### src/rtl/cu_pkg.sv
// ---------------------------------------------------------------------------
// cu_pkg
// Shared definitions for the CU load/store interface and its data memory
// responder.
//   state_t    : responder FSM states (IDLE, BUSY, RESP)
//   LATENCY_*  : legal range of the responder's fixed access latency
//   LAT_CNT_W  : width of the latency down-counter (covers LATENCY_MAX)
//   mem_req_t  : one load/store request {we, addr, wdata} as driven by the CU
// ---------------------------------------------------------------------------
package cu_pkg;

   typedef enum logic [1:0] {
      IDLE = 2'd0,
      BUSY = 2'd1,
      RESP = 2'd2
   } state_t;

   localparam int LATENCY_MIN = 1;
   localparam int LATENCY_MAX = 15;
   localparam int LAT_CNT_W   = 4;

   localparam int MEM_ADDR_W  = 6;
   localparam int MEM_DATA_W  = 32;

   typedef struct packed {
      logic                  we;
      logic [MEM_ADDR_W-1:0] addr;
      logic [MEM_DATA_W-1:0] wdata;
   } mem_req_t;

endpackage

### src/rtl/data_mem_array.sv
// ---------------------------------------------------------------------------
// data_mem_array
// DEPTH x DATA_SIZE storage with a single access port. One access per strobe:
// a store writes the word and clears the read register, a load registers the
// addressed word. Reset clears every word and the read register.
//   clk    in   clock, rising edge
//   rst    in   asynchronous, active-low reset
//   access in   perform the access this cycle (caller guarantees idx < DEPTH)
//   we     in   1 = store, 0 = load
//   idx    in   word index
//   wdata  in   store data
//   rdata  out  registered load data (0 after a store)
// ---------------------------------------------------------------------------
module data_mem_array #(
   parameter int DATA_SIZE = 32,
   parameter int DEPTH     = 32,
   parameter int IDX_W     = 5
) (
   input  logic                 clk,
   input  logic                 rst,
   input  logic                 access,
   input  logic                 we,
   input  logic [IDX_W-1:0]     idx,
   input  logic [DATA_SIZE-1:0] wdata,
   output logic [DATA_SIZE-1:0] rdata
);

   logic [DATA_SIZE-1:0] mem [DEPTH];

   always_ff @(posedge clk or negedge rst) begin
      if (!rst) begin
         for (int i = 0; i < DEPTH; i++) begin
            mem[i] <= '0;
         end
         rdata <= '0;
      end else if (access) begin
         if (we) begin
            mem[idx] <= wdata;
            rdata    <= '0;
         end else begin
            rdata    <= mem[idx];
         end
      end
   end

endmodule

### src/rtl/data_mem_responder.sv
// ---------------------------------------------------------------------------
// data_mem_responder
// Responder side of the CU load/store interface. Accepts one request at a
// time over valid/ready, waits a fixed LATENCY, performs the access on the
// data memory array and presents the result until the CU takes it.
//   clk        in   clock, rising edge
//   rst        in   asynchronous, active-low reset
//   req_valid  in   request present
//   req_ready  out  request can be accepted (IDLE and out of reset)
//   req_we     in   1 = store, 0 = load
//   req_addr   in   word address
//   req_wdata  in   store data
//   rsp_valid  out  response present
//   rsp_ready  in   response consumed
//   rsp_rdata  out  load data; 0 for stores and errors
//   rsp_err    out  address out of range, access suppressed
// ---------------------------------------------------------------------------
module data_mem_responder
   import cu_pkg::*;
#(
   parameter int ADDRESS_WIDTH = 5,
   parameter int DATA_SIZE     = 32,
   parameter int DEPTH         = 32,
   parameter int LATENCY       = 2
) (
   input  logic                   clk,
   input  logic                   rst,
   input  logic                   req_valid,
   output logic                   req_ready,
   input  logic                   req_we,
   input  logic [ADDRESS_WIDTH:0] req_addr,
   input  logic [DATA_SIZE-1:0]   req_wdata,
   output logic                   rsp_valid,
   input  logic                   rsp_ready,
   output logic [DATA_SIZE-1:0]   rsp_rdata,
   output logic                   rsp_err
);

   localparam int IDX_W = (DEPTH > 1) ? $clog2(DEPTH) : 1;
   // One extra bit so DEPTH == 2**(ADDRESS_WIDTH+1) is representable.
   localparam logic [ADDRESS_WIDTH+1:0] DEPTH_LIM = (ADDRESS_WIDTH+2)'(DEPTH);
   localparam logic [LAT_CNT_W-1:0]     LAT_LOAD  = LAT_CNT_W'(LATENCY - 1);

   state_t                 state, state_next;
   logic [LAT_CNT_W-1:0]   lat_cnt;
   logic                   err_q;
   logic                   we_q;
   logic [ADDRESS_WIDTH:0] addr_q;
   logic [DATA_SIZE-1:0]   wdata_q;
   logic [DATA_SIZE-1:0]   arr_rdata;
   logic                   accept;
   logic                   access;
   logic                   in_range;

   // Ready depends on state and reset only, never on req_valid.
   assign req_ready = (state == IDLE) && rst;
   assign accept    = req_valid && req_ready;
   assign access    = (state == BUSY) && (lat_cnt == '0);
   assign in_range  = {1'b0, addr_q} < DEPTH_LIM;

   always_comb begin
      state_next = state;
      case (state)
         IDLE:    if (accept)                 state_next = BUSY;
         BUSY:    if (lat_cnt == '0)          state_next = RESP;
         RESP:    if (rsp_ready)              state_next = IDLE;
         default:                             state_next = IDLE;
      endcase
   end

   always_ff @(posedge clk or negedge rst) begin
      if (!rst) begin
         state   <= IDLE;
         lat_cnt <= '0;
         err_q   <= 1'b0;
      end else begin
         state <= state_next;
         if (accept) begin
            lat_cnt <= LAT_LOAD;
         end else if ((state == BUSY) && (lat_cnt != '0)) begin
            lat_cnt <= lat_cnt - 1'b1;
         end
         if (access) begin
            err_q <= !in_range;
         end
      end
   end

   // Request fields are data only: sampled at the accept edge, otherwise held.
   always_ff @(posedge clk) begin
      if (accept) begin
         we_q    <= req_we;
         addr_q  <= req_addr;
         wdata_q <= req_wdata;
      end
   end

   data_mem_array #(
      .DATA_SIZE (DATA_SIZE),
      .DEPTH     (DEPTH),
      .IDX_W     (IDX_W)
   ) u_array (
      .clk    (clk),
      .rst    (rst),
      .access (access && in_range),
      .we     (we_q),
      .idx    (addr_q[IDX_W-1:0]),
      .wdata  (wdata_q),
      .rdata  (arr_rdata)
   );

   // An out-of-range access leaves the array read register stale; mask it.
   assign rsp_valid = (state == RESP);
   assign rsp_err   = err_q;
   assign rsp_rdata = err_q ? '0 : arr_rdata;

endmodule

### config.mk
export PLATFORM = sky130hd
export DESIGN_NAME = data_mem_responder
export DESIGN_NICKNAME = d
export VERILOG_FILES = /design/src/rtl/cu_pkg.sv /design/src/rtl/data_mem_array.sv /design/src/rtl/data_mem_responder.sv
export SDC_FILE = /design/constraint.sdc
export NUM_CORES = 1
export LEC_CHECK = 0
export BUFFER_PORTS_ARGS = -buffer_cell sky130_fd_sc_hd__buf_2
export CAP_MARGIN = 5
export CORE_UTILIZATION = 60
export CTS_CLUSTER_DIAMETER = 60
export CTS_CLUSTER_SIZE = 16
export DETAILED_ROUTE_END_ITERATION = 8
export PLACE_DENSITY = 0.77
export SYNTH_ARGS = -nofsm -noshare
export SYNTH_HDL_FRONTEND = slang
export SYNTH_SLANG_ARGS = --single-unit
export TNS_END_PERCENT = 5
### constraint.sdc
create_clock -name clk -period 4.34 [get_ports clk]
set_input_delay 0.434 -clock clk [delete_from_list [all_inputs] [get_ports clk]]
set_output_delay 0.434 -clock clk [all_outputs]
set_load 0.02 [all_outputs]
==> impl_metrics.env, run 1 <==
export IMPL_synth_distinct_cells=40
export IMPL_drt_total_wl_mm=127
export IMPL_slowest_stage="or4b_1"
export IMPL_critical_path_buf_inv_count=2
export IMPL_overflow=0
export IMPL_fin_skew_ps=38.6
export IMPL_crit_fanout=32
export IMPL_p_per_area_nw_per_um2=402
export IMPL_finalSetupViolCount=0
export IMPL_cp_slowest_stage_delay_ps=880
export IMPL_syn_inst=3483
export IMPL_die_w_um=288
export IMPL_grt_pass1_wl_mm=194
export IMPL_cts_buffers=88
export IMPL_antenna_found_initial=1
export IMPL_required_ps=4860
export IMPL_violations="DRC"
export IMPL_clk_path_buf_depth=3
export IMPL_worst_slew_pin_slew_ps=1400
export IMPL_r2r_start="lat_cnt[0]"
export IMPL_hold_buffers=38
export IMPL_crit_arrival_ps=4370
export IMPL_syn_area_per_cell_um2=14.1
export IMPL_hold_viol=0
export IMPL_cp_top_family="simple AND/OR/NAND/NOR gates"
export IMPL_area_growth_pct=9.87
export IMPL_cp_end_kind="flop"
export IMPL_dpl_hpwl_mm=75.8
export IMPL_rows=104
export IMPL_ys_seq_elements=1102
export IMPL_grt_pass1_vias=31569
export IMPL_die_h_um=288
export IMPL_drive_above_1_share=0.381
export IMPL_rsz0062_at_grt="false"
export IMPL_drt_antenna_violating_nets=0
export IMPL_synth_top_area_share=0.543
export IMPL_cap_violations=0
export IMPL_cts_setup_buffers=0
export IMPL_outcome="finished, violations left"
export IMPL_hp_start="req_wdata[0]"
export IMPL_fp_dieArea_um2=82800
export IMPL_drv_slew=0
export IMPL_grt_usage=0.312
export IMPL_cts_sinks=1102
export IMPL_yosysSeqAreaShare=0.567
export IMPL_path_cells="inv_1 > ha_1 > or3b_1 > or3_2 > or4b_1 > nor3_4 > buf_4 > mux2_2"
export IMPL_io_pins=78
export IMPL_irDropWorstVdd_uv=309
export IMPL_drtIter0Drc=2345
export IMPL_synth_nets=3528
export IMPL_clk_pin_slew_ps=70
export IMPL_synth_edf_count=39
export IMPL_syn_area_um2=49000
export IMPL_synth_main_ff_cell="dfrtp_1"
export IMPL_cts_root_buffer="clkbuf_16"
export IMPL_cts_htree_levels=3
export IMPL_clock_fmax_mhz=259
export IMPL_worstSetupStartpoint="lat_cnt[0]"
export IMPL_start_util=0.607
export IMPL_p_leak_nw=27.0
export IMPL_max_slew_margin_rel=0.0655
export IMPL_gp_congestion=0.826
export IMPL_post_drt_via_cell_ratio=6.55
export IMPL_fin_area_um2=53800
export IMPL_ys_warn_count=0
export IMPL_start_kind="flop"
export IMPL_dp_cells=4407
export IMPL_grt_max_degree=190
export IMPL_core_um2=80700
export IMPL_portBuffers=77
export IMPL_synth_most_common_cell="dfrtp_1"
export IMPL_insertion_delay_ps=660
export IMPL_synthArstFlopShare=0.965
export IMPL_worst_setup_path_type="flop to flop"
export IMPL_nets=3521
export IMPL_fin_crit_ps=3860
export IMPL_wire_per_inst_um=27.8
export IMPL_yosys_top_cells_area="dfrtp_1, mux2_2, mux2i_1"
export IMPL_drc=24
export IMPL_firstDrtPassIters=7
export IMPL_setup_tns_ps=0
export IMPL_synthTopCellsByCount="dfrtp_1, mux2_2, mux2i_1"
export IMPL_dpl_cell_area_um2=50700
export IMPL_cts_tree="built"
export IMPL_fin_crit_sh=0.889
export IMPL_route_vias_total=30025
export IMPL_hp_class="primary input to flop"
export IMPL_ctsResizeCount=0
export IMPL_synth_area_leader_cell="dfrtp_1"
export IMPL_final_cells=4586
==> worst paths after layout <==
| kind | end | slack [ps] | cells past startpoint |
|---|---|---|---|
| setup / recovery | u_array.mem[241] | 480 | 8 |
| hold / removal | wdata_q[0] | 40 | 1 |
| setup reg to reg | u_array.mem[241] | 480 | 8 |
| hold reg to reg | u_array.mem[232] | 490 | 1 |
| max in group asynchronous | u_array.mem[849] | 1700 | 4 |
| min in group asynchronous | u_array.mem[647] | 320 | 2 |
==> cell type report <==
class / count / area, µm²
Timing Repair Buffer: 236 / 1950
Antenna cell: 1 / 2.50
Multi-Input combinational cell: 2045 / 20100
Clock inverter: 31 / 338
Tap cell: 1060 / 1330
Sequential cell: 1102 / 27800
Inverter: 3 / 11.3
Clock buffer: 108 / 2340
Fill cell: 5701 / 26900
==> registers in the layout, indices dropped and copies added (netlist names) <==
signal,count
wdata_q,32
addr_q,6
u_array.mem,1024
u_array.rdata,32
rsp_err,1
we_q,1
state,2
lat_cnt,4
==> cell families (layout without fill, tap and decap cells) <==
family | count (synthesis) | count (layout) | share of synthesized area
AND/OR/NAND/NOR | 213 | 213 | 0.0258
multiplexers | 1537 | 1537 | 0.340
other | 0 | 1 | 0
buffers and inverters | 336 | 378 | 0.0271
AO/OA/AOI/OAI | 291 | 291 | 0.0388
flip-flops | 1102 | 1102 | 0.567
XOR/XNOR | 2 | 2 | 0.000358
adder cells (fa/ha/maj) | 2 | 2 | 0.000511
==> per-stage QoR <==
| stage | power [mW] | hold WS [ps] | utilization | setup slack [ps] |
|---|---|---|---|---|
| 6_report | 21.6 | 36.6 | 0.667 | 482 |
| 4_1_cts | 21.7 | 14.9 | 0.667 | 494 |
| 2_1_floorplan | 13.0 | 138 | - | 1340 |
| 5_1_grt | 22.3 | 10.4 | 0.667 | 372 |
| 3_5_place_dp | 13.9 | 420 | 0.629 | 542 |
| 3_3_place_gp | 13.8 | 411 | 0.629 | 558 |
==> placed cells by master (no fill, tap or decap), types with 3 or more instances in the layout <==
master / Yosys / routed
nand2_2: 0 / 12
nand2_1: 51 / 39
inv_6: 0 / 7
nor4_1: 65 / 65
clkbuf_16: 0 / 90
clkinvlp_4: 0 / 4
nand4b_1: 6 / 6
nand2b_1: 4 / 3
mux2_1: 51 / 51
nor2_1: 15 / 6
a22o_1: 32 / 32
inv_1: 3 / 3
edfxtp_1: 39 / 39
buf_12: 0 / 20
clkbuf_1: 242 / 16
nor2_4: 0 / 13
mux2i_1: 512 / 512
dfrtp_1: 1063 / 1062
o22ai_1: 257 / 257
clkinv_2: 0 / 9
nand3_2: 0 / 3
buf_4: 12 / 100
nand4bb_2: 0 / 6
mux2_2: 974 / 974
buf_2: 13 / 76
bufinv_16: 0 / 4
clkinv_4: 0 / 3
nor2b_1: 39 / 37
dlygate4sd3_1: 0 / 38
or4b_2: 4 / 4
==> report_power, final <==
group / total [mW] / switching, mW / internal, mW / leakage, nW
logic: 2.10 / 1.15 / 0.954 / 10.5
clock network: 7.84 / 3.75 / 4.10 / 1.31
registers: 11.7 / 0.715 / 11.0 / 15.2
==> layer usage <==
layer,share of wire,track usage,vias to the layer above
met3,0.061,0.0555,260
met4,0.040,0.121,2
li1,-,-,12717
met2,0.48,0.503,941
met5,0.00010,0,-
met1,0.42,0.423,16105
Note: power is estimated with default switching activity, not from simulation.
==> run 2: changes to the inputs <==
--- a/config.mk
+++ b/config.mk
@@ -5,13 +5,14 @@
 export SDC_FILE = /design/constraint.sdc
 export NUM_CORES = 1
 export LEC_CHECK = 0
+export ABC_AREA = 1
 export BUFFER_PORTS_ARGS = -buffer_cell sky130_fd_sc_hd__buf_2
 export CAP_MARGIN = 5
 export CORE_UTILIZATION = 60
 export CTS_CLUSTER_DIAMETER = 60
 export CTS_CLUSTER_SIZE = 16
 export DETAILED_ROUTE_END_ITERATION = 8
-export PLACE_DENSITY = 0.77
+export PLACE_DENSITY = 0.76
 export SYNTH_ARGS = -nofsm -noshare
 export SYNTH_HDL_FRONTEND = slang
 export SYNTH_SLANG_ARGS = --single-unit
==> run 2 against run 1 <==
The flow now finishes without violations. Cell area grew 7.7%. Via count up 63%. Setup slack gained 590 ps. Hold slack got worse by 11 ps. Clock skew shrank 7.3 ps. Area after synthesis is 9.2% higher. Critical path type unchanged. Largest cell class unchanged. Highest routed layer unchanged.
==> impl_metrics.env, run 2 <==
export IMPL_cts_tree="built"
export IMPL_dpl_hpwl_mm=90.3
export IMPL_required_ps=4910
export IMPL_dpl_cell_area_um2=54600
export IMPL_syn_area_um2=53500
export IMPL_clk_pin_slew_ps=70
export IMPL_ys_warn_count=0
export IMPL_ys_seq_elements=1102
export IMPL_reg_largest_list="u_array.mem: 1024 flops, u_array.rdata: 32 flops, wdata_q: 32 flops"
export IMPL_syn_area_per_cell_um2=6.90
export IMPL_io_pins=78
export IMPL_fin_crit_sh=0.752
export IMPL_drt_antenna_violating_nets=0
export IMPL_setup_tns_ps=0
export IMPL_p_switching_mw=7.50
export IMPL_start_util=0.605
export IMPL_fin_crit_ps=3270
export IMPL_layout_commonest_cell="nand2_1"
export IMPL_rows=109
export IMPL_area_growth_pct=8.35
export IMPL_die_h_um=301
export IMPL_dp_cells=8629
export IMPL_sw_frac_of_total=0.305
export IMPL_worst_slew_pin_slew_ps=1200
export IMPL_hp_class="primary input to flop"
export IMPL_fin_skew_ps=31.4
export IMPL_insertion_delay_ps=700
export IMPL_drtIter0Drc=6262
export IMPL_p_leak_nw=34.8
export IMPL_wire_per_inst_um=18.7
export IMPL_seqPwrFrac=0.497
export IMPL_max_slew_margin_rel=0.198
export IMPL_synth_top_area_share=0.497
export IMPL_worst_setup_path_type="flop to flop"
export IMPL_cap_violations=0
export IMPL_clock_fmax_mhz=306
export IMPL_nets=7644
export IMPL_overflow=0
export IMPL_final_cell_mix="nand2_1, dfrtp_1, buf_4"
export IMPL_cts_root_buffer="clkbuf_16"
export IMPL_yosysSeqAreaShare=0.519
export IMPL_post_drt_via_cell_ratio=5.55
export IMPL_hold_viol=0
export IMPL_finalSetupViolCount=0
export IMPL_firstDrtPassIters=6
export IMPL_synthArstFlopShare=0.965
export IMPL_grt_pass1_wl_mm=261
export IMPL_clkPwrFrac=0.345
export IMPL_portBuffers=77
export IMPL_crit_fanout=32
export IMPL_finalPower_mw=24.6
export IMPL_drive_above_1_share=0.0560
export IMPL_fp_dieArea_um2=90400
export IMPL_cts_buffers=93
export IMPL_antenna_found_initial=4
export IMPL_grt_max_degree=198
export IMPL_grt_pass1_vias=46503
export IMPL_irDropWorstVdd_uv=342
export IMPL_outcome="completed"
export IMPL_synth_area_leader_cell="dfrtp_1"
export IMPL_synth_main_ff_cell="dfrtp_1"
export IMPL_fin_area_um2=58000
export IMPL_regMostFlops="u_array.mem"
export IMPL_synth_distinct_cells=24
export IMPL_drt_total_wl_mm=165
export IMPL_grt_usage=0.369
export IMPL_final_util=0.656
export IMPL_cts_sinks=1102
export IMPL_start_kind="flop"
export IMPL_largest_reg_flops=1024
export IMPL_crit_arrival_ps=3830
export IMPL_route_vias_total=48967
export IMPL_core_um2=88400
export IMPL_synthTopCellsByCount="nand2_1, dfrtp_1, clkbuf_1"
export IMPL_p_comb_frac=0.157
export IMPL_power_internal_mw=17.1
export IMPL_gp_congestion=0.884
export IMPL_cp_end_kind="flop"
export IMPL_drc=0
export IMPL_final_cells=8824
export IMPL_n_fill_cell=7696
export IMPL_synth_nets=7798
export IMPL_synth_most_common_cell="nand2_1"
export IMPL_cts_htree_levels=3
export IMPL_holdWs_ps=25.8
export IMPL_yosys_top_cells_area="dfrtp_1, nand2_1, clkbuf_1"
export IMPL_post_place_ws_ps=1100
export IMPL_drv_slew=0
export IMPL_synth_edf_count=39
export IMPL_worst_slack_ps=1070
export IMPL_syn_inst=7753
export IMPL_rsz0062_at_grt="false"
export IMPL_clk_path_buf_depth=3
export IMPL_die_w_um=301
export IMPL_p_per_area_nw_per_um2=424
[run 2: cell types whose count changed after synthesis, moves of 65 or more]
cell      delta
clkbuf_1    +84
mux2_2     -974
nor2_1      +88
o22ai_1    -256
nand2_1   +5839
mux2i_1    -512
nor4_1      -65
buf_2      +133
[run 2: cell type report]
type / count / area (µm²) / share of cell area
clock inverters: 43 / 479 / 0.00827
inverters: 57 / 231 / 0.00399
multi-input cells: 6095 / 23500 / 0.406
repair buffers: 250 / 2030 / 0.0351
well taps: 1165 / 1460 / 0.0252
diodes: 2 / 5.00 / 0.0000864
flip-flops and latches: 1102 / 27800 / 0.479
clock buffers: 110 / 2470 / 0.0427
[run 2: layer usage]
layer,part of all wire,GRT usage
met3,0.11,0.0753
met1,0.40,0.511
met4,0.038,0.141
met2,0.45,0.575
met5,0.00026,0
[run 2: kinds of logic after synthesis]
logic type | synth area share
AOI/OAI and AO/OA | 0.000912
adders and majority gates | 0.000468
buffers and inverters | 0.0444
DFF | 0.519
and+or+nand+nor | 0.435
[run 2: critical path: stages, from the launching register on]
cell and delay, ps:
dfrtp_1 360, inv_1 120, ha_1 160, nand2_1 60
nand2_1 140, nand2_1 100, nor2_2 280, nand2_4 460
nor2_2 310, nand2_1 750, nand2_1 300, nand2_1 90
[run 2: worst paths after layout]
kind	startpoint	end	slack [ps]	cells past startpoint
setup / recovery	lat_cnt[0]	u_array.mem[559]	1070	11
hold / removal	req_addr[0]	addr_q[0]	30	1
setup reg to reg	lat_cnt[0]	u_array.mem[559]	1070	11
hold reg to reg	lat_cnt[3]	lat_cnt[3]	470	1
max in group asynchronous	rst	u_array.mem[890]	1990	4
min in group asynchronous	rst	u_array.mem[771]	280	2
[run 2: timing repair]
item | 4_1_cts | 5_1_grt
buffers inserted | 0 | 0
resized for setup | 0 | 0
hold endpoints to repair | 78 | 0
hold buffers | 40 | 0
[run 2: power groups by stage]
stage | registers, mW | logic (mW) | clock network (mW)
after global placement | 12.4 | 3.67 | 0
after detailed placement | 12.4 | 3.77 | 0
final | 12.2 | 3.86 | 8.49
after global routing | 12.4 | 4.33 | 8.94
after CTS | 12.2 | 3.82 | 8.57
after floorplan | 12.2 | 2.57 | 0
